--- src/rtl/lif_timestep_scheduler_if.sv ---
// rtl/lif_timestep_scheduler_if.sv - control/monitor bundle for the LIF timestep scheduler
interface lif_timestep_scheduler_if #(
  parameter int N_NEURONS = 4,
  parameter int WIDTH     = 8
);
  logic                 ena;
  logic                 tick;
  logic [WIDTH-1:0]     ext_in;
  logic [2:0]           mon_sel;
  logic [N_NEURONS-1:0] spikes;
  logic                 done;
  logic                 busy;
  logic                 overrun;
  logic [WIDTH-1:0]     mon_v;

  modport master (
    output ena, tick, ext_in, mon_sel,
    input  spikes, done, busy, overrun, mon_v
  );

  modport slave (
    input  ena, tick, ext_in, mon_sel,
    output spikes, done, busy, overrun, mon_v
  );
endinterface

--- src/rtl/lif_timestep_scheduler.sv ---
// rtl/lif_timestep_scheduler.sv - one shared LIF datapath sequenced across a feed-forward neuron chain
module lif_timestep_scheduler #(
  parameter int N_NEURONS    = 4,
  parameter int WIDTH        = 8,
  parameter int THRESHOLD    = 200,
  parameter int LEAK_SHIFT   = 1,
  parameter int WEIGHT       = 120,
  parameter int REFRAC_STEPS = 2
) (
  input logic                       clk,
  input logic                       rst_n,
  lif_timestep_scheduler_if.slave   bus
);

  localparam int IW = $clog2(N_NEURONS);
  localparam int RW = (REFRAC_STEPS < 2) ? 1 : $clog2(REFRAC_STEPS + 1);

  typedef enum logic {IDLE, UPDATE} state_t;

  state_t               state_q, state_d;
  logic [IW-1:0]        idx_q;
  logic [WIDTH-1:0]     cur0_q;
  logic [WIDTH-1:0]     v_q [N_NEURONS];
  logic [RW-1:0]        refrac_q [N_NEURONS];
  logic [N_NEURONS-1:0] work_q;
  logic [N_NEURONS-1:0] work_nxt;
  logic [N_NEURONS-1:0] spikes_q;
  logic                 done_q;
  logic                 overrun_q;

  logic                 accept;
  logic                 step;
  logic                 last;
  logic [WIDTH-1:0]     v_cur;
  logic [RW-1:0]        r_cur;
  logic                 prev_spk;
  logic [WIDTH-1:0]     i_cur;
  logic [WIDTH:0]       vn_wide;
  logic [WIDTH-1:0]     vn_sat;
  logic                 fire;
  logic [WIDTH-1:0]     mon_v_c;

  // State register
  always_ff @(posedge clk or negedge rst_n) begin
    if (!rst_n) state_q <= IDLE;
    else        state_q <= state_d;
  end

  // Next state: accept a tick in IDLE, walk the neurons in UPDATE until the last one
  always_comb begin
    state_d = state_q;
    accept  = 1'b0;
    step    = 1'b0;
    last    = 1'b0;
    case (state_q)
      IDLE: begin
        if (bus.tick && bus.ena) begin
          accept  = 1'b1;
          state_d = UPDATE;
        end
      end
      UPDATE: begin
        step = 1'b1;
        if (idx_q == IW'(N_NEURONS - 1)) begin
          last    = 1'b1;
          state_d = IDLE;
        end
      end
      default: state_d = IDLE;
    endcase
  end

  // Shared LIF datapath for the neuron currently addressed by idx
  always_comb begin
    v_cur    = '0;
    r_cur    = '0;
    prev_spk = 1'b0;
    for (int i = 0; i < N_NEURONS; i++) begin
      if (idx_q == IW'(i)) begin
        v_cur = v_q[i];
        r_cur = refrac_q[i];
      end
    end
    for (int i = 1; i < N_NEURONS; i++) begin
      if (idx_q == IW'(i)) prev_spk = work_q[i-1];
    end
    i_cur   = (idx_q == '0) ? cur0_q : (prev_spk ? WIDTH'(WEIGHT) : '0);
    // v - (v >> k) can never go negative, so only the top end needs saturation
    vn_wide = {1'b0, v_cur} - {1'b0, (v_cur >> LEAK_SHIFT)} + {1'b0, i_cur};
    vn_sat  = vn_wide[WIDTH] ? '1 : vn_wide[WIDTH-1:0];
    fire    = (r_cur == '0) && (vn_sat >= WIDTH'(THRESHOLD));
    work_nxt = work_q;
    for (int i = 0; i < N_NEURONS; i++) begin
      if (idx_q == IW'(i)) work_nxt[i] = fire;
    end
  end

  // Sequencing index, captured stimulus, working/published spike vectors and flags
  always_ff @(posedge clk or negedge rst_n) begin
    if (!rst_n) begin
      idx_q     <= '0;
      cur0_q    <= '0;
      work_q    <= '0;
      spikes_q  <= '0;
      done_q    <= 1'b0;
      overrun_q <= 1'b0;
    end else begin
      done_q <= last;
      if (state_q == UPDATE && bus.tick && bus.ena) overrun_q <= 1'b1;
      if (accept) begin
        idx_q  <= '0;
        cur0_q <= bus.ext_in;
        work_q <= '0;
      end else if (step) begin
        idx_q  <= last ? '0 : idx_q + IW'(1);
        work_q <= work_nxt;
      end
      // Last neuron's spike is folded in on the same edge it is computed
      if (last) spikes_q <= work_nxt;
    end
  end

  // Membrane and refractory state written back for the addressed neuron only
  always_ff @(posedge clk or negedge rst_n) begin
    if (!rst_n) begin
      for (int i = 0; i < N_NEURONS; i++) begin
        v_q[i]      <= '0;
        refrac_q[i] <= '0;
      end
    end else if (step) begin
      for (int i = 0; i < N_NEURONS; i++) begin
        if (idx_q == IW'(i)) begin
          if (r_cur != '0) begin
            v_q[i]      <= '0;
            refrac_q[i] <= r_cur - RW'(1);
          end else if (fire) begin
            v_q[i]      <= '0;
            refrac_q[i] <= RW'(REFRAC_STEPS);
          end else begin
            v_q[i]      <= vn_sat;
          end
        end
      end
    end
  end

  // Membrane monitor; out-of-range selects read as zero
  always_comb begin
    mon_v_c = '0;
    for (int i = 0; i < N_NEURONS; i++) begin
      if (bus.mon_sel == 3'(i)) mon_v_c = v_q[i];
    end
  end

  assign bus.spikes  = spikes_q;
  assign bus.done    = done_q;
  assign bus.busy    = (state_q == UPDATE);
  assign bus.overrun = overrun_q;
  assign bus.mon_v   = mon_v_c;

endmodule
--- src/flat_wrapper.sv ---
// flat-port wrapper written by rule: the top's interface ports become plain ports
module lif_timestep_scheduler_flat 
#(
  parameter int N_NEURONS    = 4,
  parameter int WIDTH        = 8,
  parameter int THRESHOLD    = 200,
  parameter int LEAK_SHIFT   = 1,
  parameter int WEIGHT       = 120,
  parameter int REFRAC_STEPS = 2
)
  (clk, rst_n, bus_ena, bus_tick, bus_ext_in, bus_mon_sel, bus_spikes, bus_done, bus_busy, bus_overrun, bus_mon_v);
  lif_timestep_scheduler_if #(.N_NEURONS(N_NEURONS), .WIDTH(WIDTH)) bus_i ();
  input logic clk;
  input logic rst_n;
  input wire logic [$bits(bus_i.ena)-1:0] bus_ena;
  input wire logic [$bits(bus_i.tick)-1:0] bus_tick;
  input wire logic [$bits(bus_i.ext_in)-1:0] bus_ext_in;
  input wire logic [$bits(bus_i.mon_sel)-1:0] bus_mon_sel;
  output wire logic [$bits(bus_i.spikes)-1:0] bus_spikes;
  output wire logic [$bits(bus_i.done)-1:0] bus_done;
  output wire logic [$bits(bus_i.busy)-1:0] bus_busy;
  output wire logic [$bits(bus_i.overrun)-1:0] bus_overrun;
  output wire logic [$bits(bus_i.mon_v)-1:0] bus_mon_v;
  assign bus_i.ena = bus_ena;
  assign bus_i.tick = bus_tick;
  assign bus_i.ext_in = bus_ext_in;
  assign bus_i.mon_sel = bus_mon_sel;
  assign bus_spikes = bus_i.spikes;
  assign bus_done = bus_i.done;
  assign bus_busy = bus_i.busy;
  assign bus_overrun = bus_i.overrun;
  assign bus_mon_v = bus_i.mon_v;
  lif_timestep_scheduler #(.N_NEURONS(N_NEURONS), .WIDTH(WIDTH), .THRESHOLD(THRESHOLD), .LEAK_SHIFT(LEAK_SHIFT), .WEIGHT(WEIGHT), .REFRAC_STEPS(REFRAC_STEPS)) u_core (.clk(clk), .rst_n(rst_n), .bus(bus_i));
endmodule
--- config.mk ---
export PLATFORM = sky130hd
export DESIGN_NAME = lif_timestep_scheduler_flat
export DESIGN_NICKNAME = d
export VERILOG_FILES = /design/src/rtl/lif_timestep_scheduler_if.sv /design/src/rtl/lif_timestep_scheduler.sv /design/src/flat_wrapper.sv
export SDC_FILE = /design/constraint.sdc
export NUM_CORES = 1
export LEC_CHECK = 0
export BUFFER_PORTS_ARGS = -buffer_cell sky130_fd_sc_hd__buf_4
export CORE_MARGIN = 1
export CORE_UTILIZATION = 40
export DETAILED_ROUTE_END_ITERATION = 16
export PLACE_DENSITY_LB_ADDON = 0.25
export SLEW_MARGIN = 40
export SYNTH_ARGS = -nofsm -noshare
export SYNTH_HDL_FRONTEND = slang
export SYNTH_SLANG_ARGS = --single-unit
--- constraint.sdc ---
create_clock -name clk -period 6.6 [get_ports clk]
set_input_delay 0.99 -clock clk [delete_from_list [all_inputs] [get_ports clk]]
set_output_delay 0.99 -clock clk [all_outputs]
set_load 0.03 [all_outputs]
======== Yosys cells after proc, flatten, opt, wreduce, memory -nomap -nowiden ========
Index checks and enable logic that the tools add are counted.
storage, ports and cells
  bits in registers ....................... 61
  input port bits ......................... 15
  output and inout port bits .............. 15
cells by class
  add/subtract/negate cells ............... 4
  magnitude comparators ................... 1
  eq/ne operators ......................... 6
  mux-type cells .......................... 38
  bitwise operators ....................... 1
  reduce and logical (&&, ||, !) cells .... 18
operator list
  cell                                                                 count
  8-bit two-way mux                                                    12
  2-bit two-way mux                                                    9
  1-bit two-way mux                                                    13
  3-bit AND reduction                                                  4
  9-bit by 8-bit adder with 9-bit output                               1
  8-bit by 7-bit subtractor with 9-bit output                          1
  8-bit greater-or-equal comparator (second input constant)            1
  4-bit two-way mux                                                    2
  2-bit AND reduction                                                  4
  7-bit two-way mux                                                    1
  3-bit by 2-bit == test with 1-bit output (second input constant)     2
  2-bit nonzero test                                                   3
  2-bit == test (second input constant)                                2
  1-bit logical AND                                                    4
  2-bit zero test                                                      2
  3-bit by 1-bit == test with 1-bit output (second input constant)     1
  3-bit zero test                                                      1
  2-bit by 1-bit adder with 2-bit output (second input constant)       1
  2-bit by 1-bit == test with 1-bit output (second input constant)     1
  1-bit case mux with 2 select lines                                   1
  2-bit by 1-bit subtractor with 2-bit output (second input constant)  1
  1-bit inverter                                                       1

======== Logic depth before layout (Yosys ltp) ========
  depth in word-level cells ............... 13
  depth in mapped cells ................... 21

======== Least setup slack after synthesis ========
No wires, ideal clock.
  path type ............................... register to register
  start point ............................. register u_core.idx_q[1]
  end point ............................... register u_core.refrac_q[2] in the netlist's numbering
  library setup time ...................... 127 ps
  data arrival time ....................... 4,049 ps
  required time ........................... 6,473 ps
  setup slack ............................. 2,424 ps
  stages on the path, launching flop included .. 22
  period minus slack after synthesis ...... 4,176 ps
  path through ............................ dfrtp_1 > inv_1 > ha_1 > clkbuf_1 > clkbuf_1 > nor2_1 > a21oi_1 > nor2_1 > a21oi_1 > nor2_1 > a21o_1 > ha_1 > inv_1 > ha_1 > fa_1 > a21o_1 > a21oi_1 > o21ai_0 > xnor2_2 > nand3_4 > a21o_1 > mux2_1
between the ends
  word-level cells in the longest chain between the ends .. 12
  elaborated cells on any way between the ends .. 28
  classes of those cells .................. 3 x add/sub; 1 x order compare; 3 x eq/ne; 15 x mux; 6 x reduce/logical
ends and longest elaborated chain
  element                                                                                  line                                                                                      text
  start, declared                                                                          lif_timestep_scheduler.sv:21                                                              logic [IW-1:0] idx_q;
  start signal, assigned                                                                   lif_timestep_scheduler.sv:115                                                             idx_q <= last ? '0 : idx_q + IW'(1);
  2-bit zero test / 2-bit by 1-bit == test with 1-bit output (equally long branches)       lif_timestep_scheduler.sv:79, lif_timestep_scheduler.sv:87, lif_timestep_scheduler.sv:85
  8-bit two-way mux / 1-bit two-way mux (equally long branches) (3 in a row)               lif_timestep_scheduler.sv:79, lif_timestep_scheduler.sv:85
  8-bit two-way mux / 7-bit two-way mux (equally long branches)                            lif_timestep_scheduler.sv:79, lif_timestep_scheduler.sv:87
  8-bit by 7-bit subtractor with 9-bit output / 8-bit two-way mux (equally long branches)  lif_timestep_scheduler.sv:89, lif_timestep_scheduler.sv:87
  9-bit by 8-bit adder with 9-bit output                                                   lif_timestep_scheduler.sv:89                                                              vn_wide = {1'b0, v_cur} - {1'b0, (v_cur >> LEAK_SHIFT)} + {1'b0, i_cur};
  8-bit two-way mux                                                                        lif_timestep_scheduler.sv:90                                                              vn_sat = vn_wide[WIDTH] ? '1 : vn_wide[WIDTH-1:0];
  8-bit greater-or-equal comparator                                                        lif_timestep_scheduler.sv:91                                                              fire = (r_cur == '0) && (vn_sat >= WIDTH'(THRESHOLD));
  1-bit logical AND                                                                        lif_timestep_scheduler.sv:91
  2-bit nonzero test (no source line)                                                      n/a
  3-bit AND reduction (no source line)                                                     n/a
  end signal, assigned by index                                                            lif_timestep_scheduler.sv:135                                                             refrac_q[i] <= r_cur - RW'(1);
  end signal, assigned by index                                                            lif_timestep_scheduler.sv:138                                                             refrac_q[i] <= RW'(REFRAC_STEPS);
  end, declared                                                                            lif_timestep_scheduler.sv:24                                                              logic [RW-1:0] refrac_q [N_NEURONS];
Parallel ways exist; a longest one is shown, timed or not.
A chain may end at the register's enable or synchronous reset.

======== Worst setup path after layout ========
  start point ............................. register u_core.idx_q[1]
  end point ............................... register u_core.v_q[5] in the netlist's numbering
between the ends
  word-level cells in the longest chain between the ends .. 12
  elaborated cells on any way between the ends .. 27
  classes of those cells .................. 2 x add/sub; 1 x order compare; 3 x eq/ne; 16 x mux; 5 x reduce/logical
ends and longest elaborated chain
  element                                                                                  line                                                                                      text
  2-bit zero test / 2-bit by 1-bit == test with 1-bit output (equally long branches)       lif_timestep_scheduler.sv:79, lif_timestep_scheduler.sv:87, lif_timestep_scheduler.sv:85
  8-bit two-way mux / 1-bit two-way mux (equally long branches) (3 in a row)               lif_timestep_scheduler.sv:79, lif_timestep_scheduler.sv:85
  8-bit two-way mux / 7-bit two-way mux (equally long branches)                            lif_timestep_scheduler.sv:79, lif_timestep_scheduler.sv:87
  8-bit by 7-bit subtractor with 9-bit output / 8-bit two-way mux (equally long branches)  lif_timestep_scheduler.sv:89, lif_timestep_scheduler.sv:87
  9-bit by 8-bit adder with 9-bit output                                                   lif_timestep_scheduler.sv:89
  8-bit two-way mux                                                                        lif_timestep_scheduler.sv:90
  8-bit greater-or-equal comparator                                                        lif_timestep_scheduler.sv:91
  1-bit logical AND                                                                        lif_timestep_scheduler.sv:91
  8-bit two-way mux                                                                        lif_timestep_scheduler.sv:136                                                             end else if (fire) begin
  8-bit two-way mux                                                                        lif_timestep_scheduler.sv:133                                                             if (r_cur != '0) begin
  end signal, assigned by index                                                            lif_timestep_scheduler.sv:140                                                             v_q[i] <= vn_sat;
  end, declared                                                                            lif_timestep_scheduler.sv:23                                                              logic [WIDTH-1:0] v_q [N_NEURONS];
Parallel ways exist; a longest one is shown, timed or not.

==> results.tsv <==
metric	value	unit
syn_avg_cell_area	9.93	um^2
clock_skew	0.0108	ns
htree_num_levels	3	
worstSetupEndpointType	flop	
gr-total-overflow	0	
dp_hpwl	6110	um
cts-root-buf	clkbuf_8	
initial_core_util	41.9	%
clock.fmax	0.211	GHz
clk_pin_slew	0.08	ns
viasPerCell	5.45	
clockBufferDepth	2	
path_max_fanout	25	
vias	2762	
gp_congestion	0.798	
antenna_left	0	
grt_use_total	19.2	%
path_class	flop to flop	
hp-class	flop to flop	
ys_ff_latch	60	
core	8850	um^2
antenna-diode-count	0	
clock_latency	0.35	ns
portBuffers	29	
io_pins	30	
slew_violations	0	
netlist_area	3700	um^2
tns	0	ns
tightest_slew	0.637	ns
fin_crit_sh	71.8	%
wl_per_cell	17.2	um
nets	432	
rows	34	
cts_made_buffers	9	
drc	0	
syn2layout_area_growth	13.9	%
fp.dieArea	9650	um^2
slew_headroom	57.3	%
fp.dieW	98.2	um
cts_resized	0	
startpoint_type	flop	
status	complete, no violations	
cts_num_sinks	60	
die_h	98.2	um
first_global_vias	2610	
finalHoldViolations	0	
antenna_found_initial	0	
period_minus_slack	4.74	ns
holdBufCountCts	0	
grt_start_max_net_pins	61	
synth_fp_nets	411	
synth_cell_types	41	
drt-total-wl	8710	um
synth_warnings	0	
drive_gt1_share	23.1	%
maxCapViolations	0	
cts_setup_buffers	0	
fillCellCount	864	
firstDrtPassIters	6	
cts_tree	yes	
synthCells	373	
required	6.88	ns
synth-seq-area-share	40.5	%
setup_viol	0	
cp.arrival	5.02	ns
grt_pass1_wl	14000	um
rsz0062_at_grt	no	
drt_iter0_markers	102	
## cell usage in the layout, fill, tap and decap left out, types with 2 or more instances in the layout
| cell type | n |
|---|---|
| ha_1 | 13 |
| nand3_1 | 5 |
| o21ai_0 | 27 |
| nand2b_1 | 4 |
| a21o_1 | 14 |
| mux2_1 | 4 |
| o211a_1 | 4 |
| bufinv_16 | 2 |
| nor2_1 | 34 |
| fa_1 | 7 |
| dfrtp_1 | 60 |
| nand2_1 | 44 |
| clkbuf_8 | 9 |
| and3_1 | 2 |
| nor2b_1 | 10 |
| mux4_2 | 8 |
| ha_2 | 3 |
| a21oi_1 | 36 |
| mux2_2 | 28 |
| clkinvlp_4 | 2 |
| inv_1 | 18 |
| mux2i_1 | 5 |
| buf_4 | 29 |
| xor2_1 | 3 |
| a211oi_1 | 5 |
## final cells by class
cell class / count / area [um^2] / area share, %
well taps: 108 / 135 / 3.20
clock buffers: 10 / 128 / 3.03
multi-input cells: 275 / 2070 / 49.0
repair buffers: 30 / 229 / 5.43
clock inverters: 6 / 88.8 / 2.11
inverters: 18 / 67.6 / 1.60
flip-flops and latches: 60 / 1500 / 35.6
## synthesized netlist by cell type
cell type	instances	area (um^2)
ha_1	16	200
nor2b_1	10	62.6
nand3_4	1	17.5
xnor2_1	1	8.76
a21oi_1	36	180
o31ai_1	1	7.51
mux2i_1	5	50.1
and2_1	1	6.26
or4b_1	1	10.0
and3_1	2	12.5
and3_4	1	11.3
nand3_2	1	10.0
inv_1	18	67.6
nor3_2	1	10.0
o211a_1	4	40.0
o21ai_2	1	8.76
a31o_2	1	8.76
mux4_2	8	180
clkbuf_1	19	71.3
fa_1	7	140
xnor2_2	1	16.3
nand3b_1	1	7.51
o21ai_0	27	135
o311a_1	1	10.0
a211oi_1	5	37.5
o21ai_1	1	5.00
a2111o_1	1	11.3
mux2_2	28	315
a211oi_2	1	12.5
a22o_1	1	8.76
nand2b_1	4	25.0
xor2_1	3	26.3
a21o_1	14	105
nor2_1	34	128
mux2_1	4	45.0
buf_1	1	3.75
o21a_1	1	7.51
nand2_1	44	165
nand3_1	5	25.0
dfrtp_1	60	1500
o22a_1	1	8.76
## state kept, by name, indices dropped and copies added, names as in the netlist
signal / flops
u_core.bus.busy: 1
u_core.bus.overrun: 1
u_core.cur0_q: 8
u_core.refrac_q: 8
u_core.idx_q: 2
u_core.v_q: 32
u_core.bus.spikes: 4
u_core.work_q: 3
u_core.bus.done: 1
## logic make-up after synthesis
logic type                 Yosys count  share of synthesized area [%]
AOI/OAI and AO/OA                   96                           15.8
xor gates and xnor gates             5                           1.39
adders and majority gates           23                           9.19
buffers and inverters               38                           3.85
DFF                                 60                           40.5
muxes                               45                           15.9
and+or+nand+nor                    106                           13.2
## per-stage QoR
stage | std cells | hold slack [ns] | util, % | instance area, um^2 | worst slack [ns]
after global placement | 491 | 0.452 | 45.1 | 3990 | 1.73
after CTS | 507 | 0.479 | 47.6 | 4210 | 1.66
after global routing | 507 | 0.492 | 47.7 | 4220 | 1.52
final | 507 | 0.476 | 47.7 | 4220 | 1.86
after detailed placement | 491 | 0.461 | 45.1 | 3990 | 1.70
after floorplan | 373 | 0.464 | - | 3700 | 2.42
## final timing paths
path,startpoint,endpoint,slack (ns),cells after the start
setup / recovery,u_core.idx_q[1],u_core.v_q[5],1.86,18
hold / removal,u_core.bus.overrun,u_core.bus.overrun,0.48,1
setup reg to reg,u_core.idx_q[1],u_core.v_q[5],1.86,18
hold reg to reg,u_core.bus.overrun,u_core.bus.overrun,0.48,1
max in group asynchronous,rst_n,u_core.v_q[28],5.59,1
min in group asynchronous,rst_n,u_core.v_q[30],0.61,1
## critical path: stages, from the launching register on
cell	delay [ns]
dfrtp_1	0.42
inv_1	0.10
ha_2	0.51
nor2_1	0.10
a21oi_1	0.13
nor2_1	0.05
a21oi_1	0.13
nor2_1	0.07
a21o_1	0.18
fa_1	0.53
inv_1	0.07
fa_1	0.47
a21o_1	0.19
a21oi_1	0.28
o31ai_1	0.14
xor2_1	0.18
nand2b_1	0.24
a211oi_1	0.58
mux2_2	0.28
## layer usage
layer	GRT usage, %	share of wire, %	up-vias
met5	0	0	-
met4	7.58	1.8	0
met3	3.51	2.8	14
met2	29.5	46	44
met1	26.8	49	1362
li1	-	-	1342
Power is not shown: default switching activity piles up to over one toggle a cycle in this logic, so the estimate is an artifact.
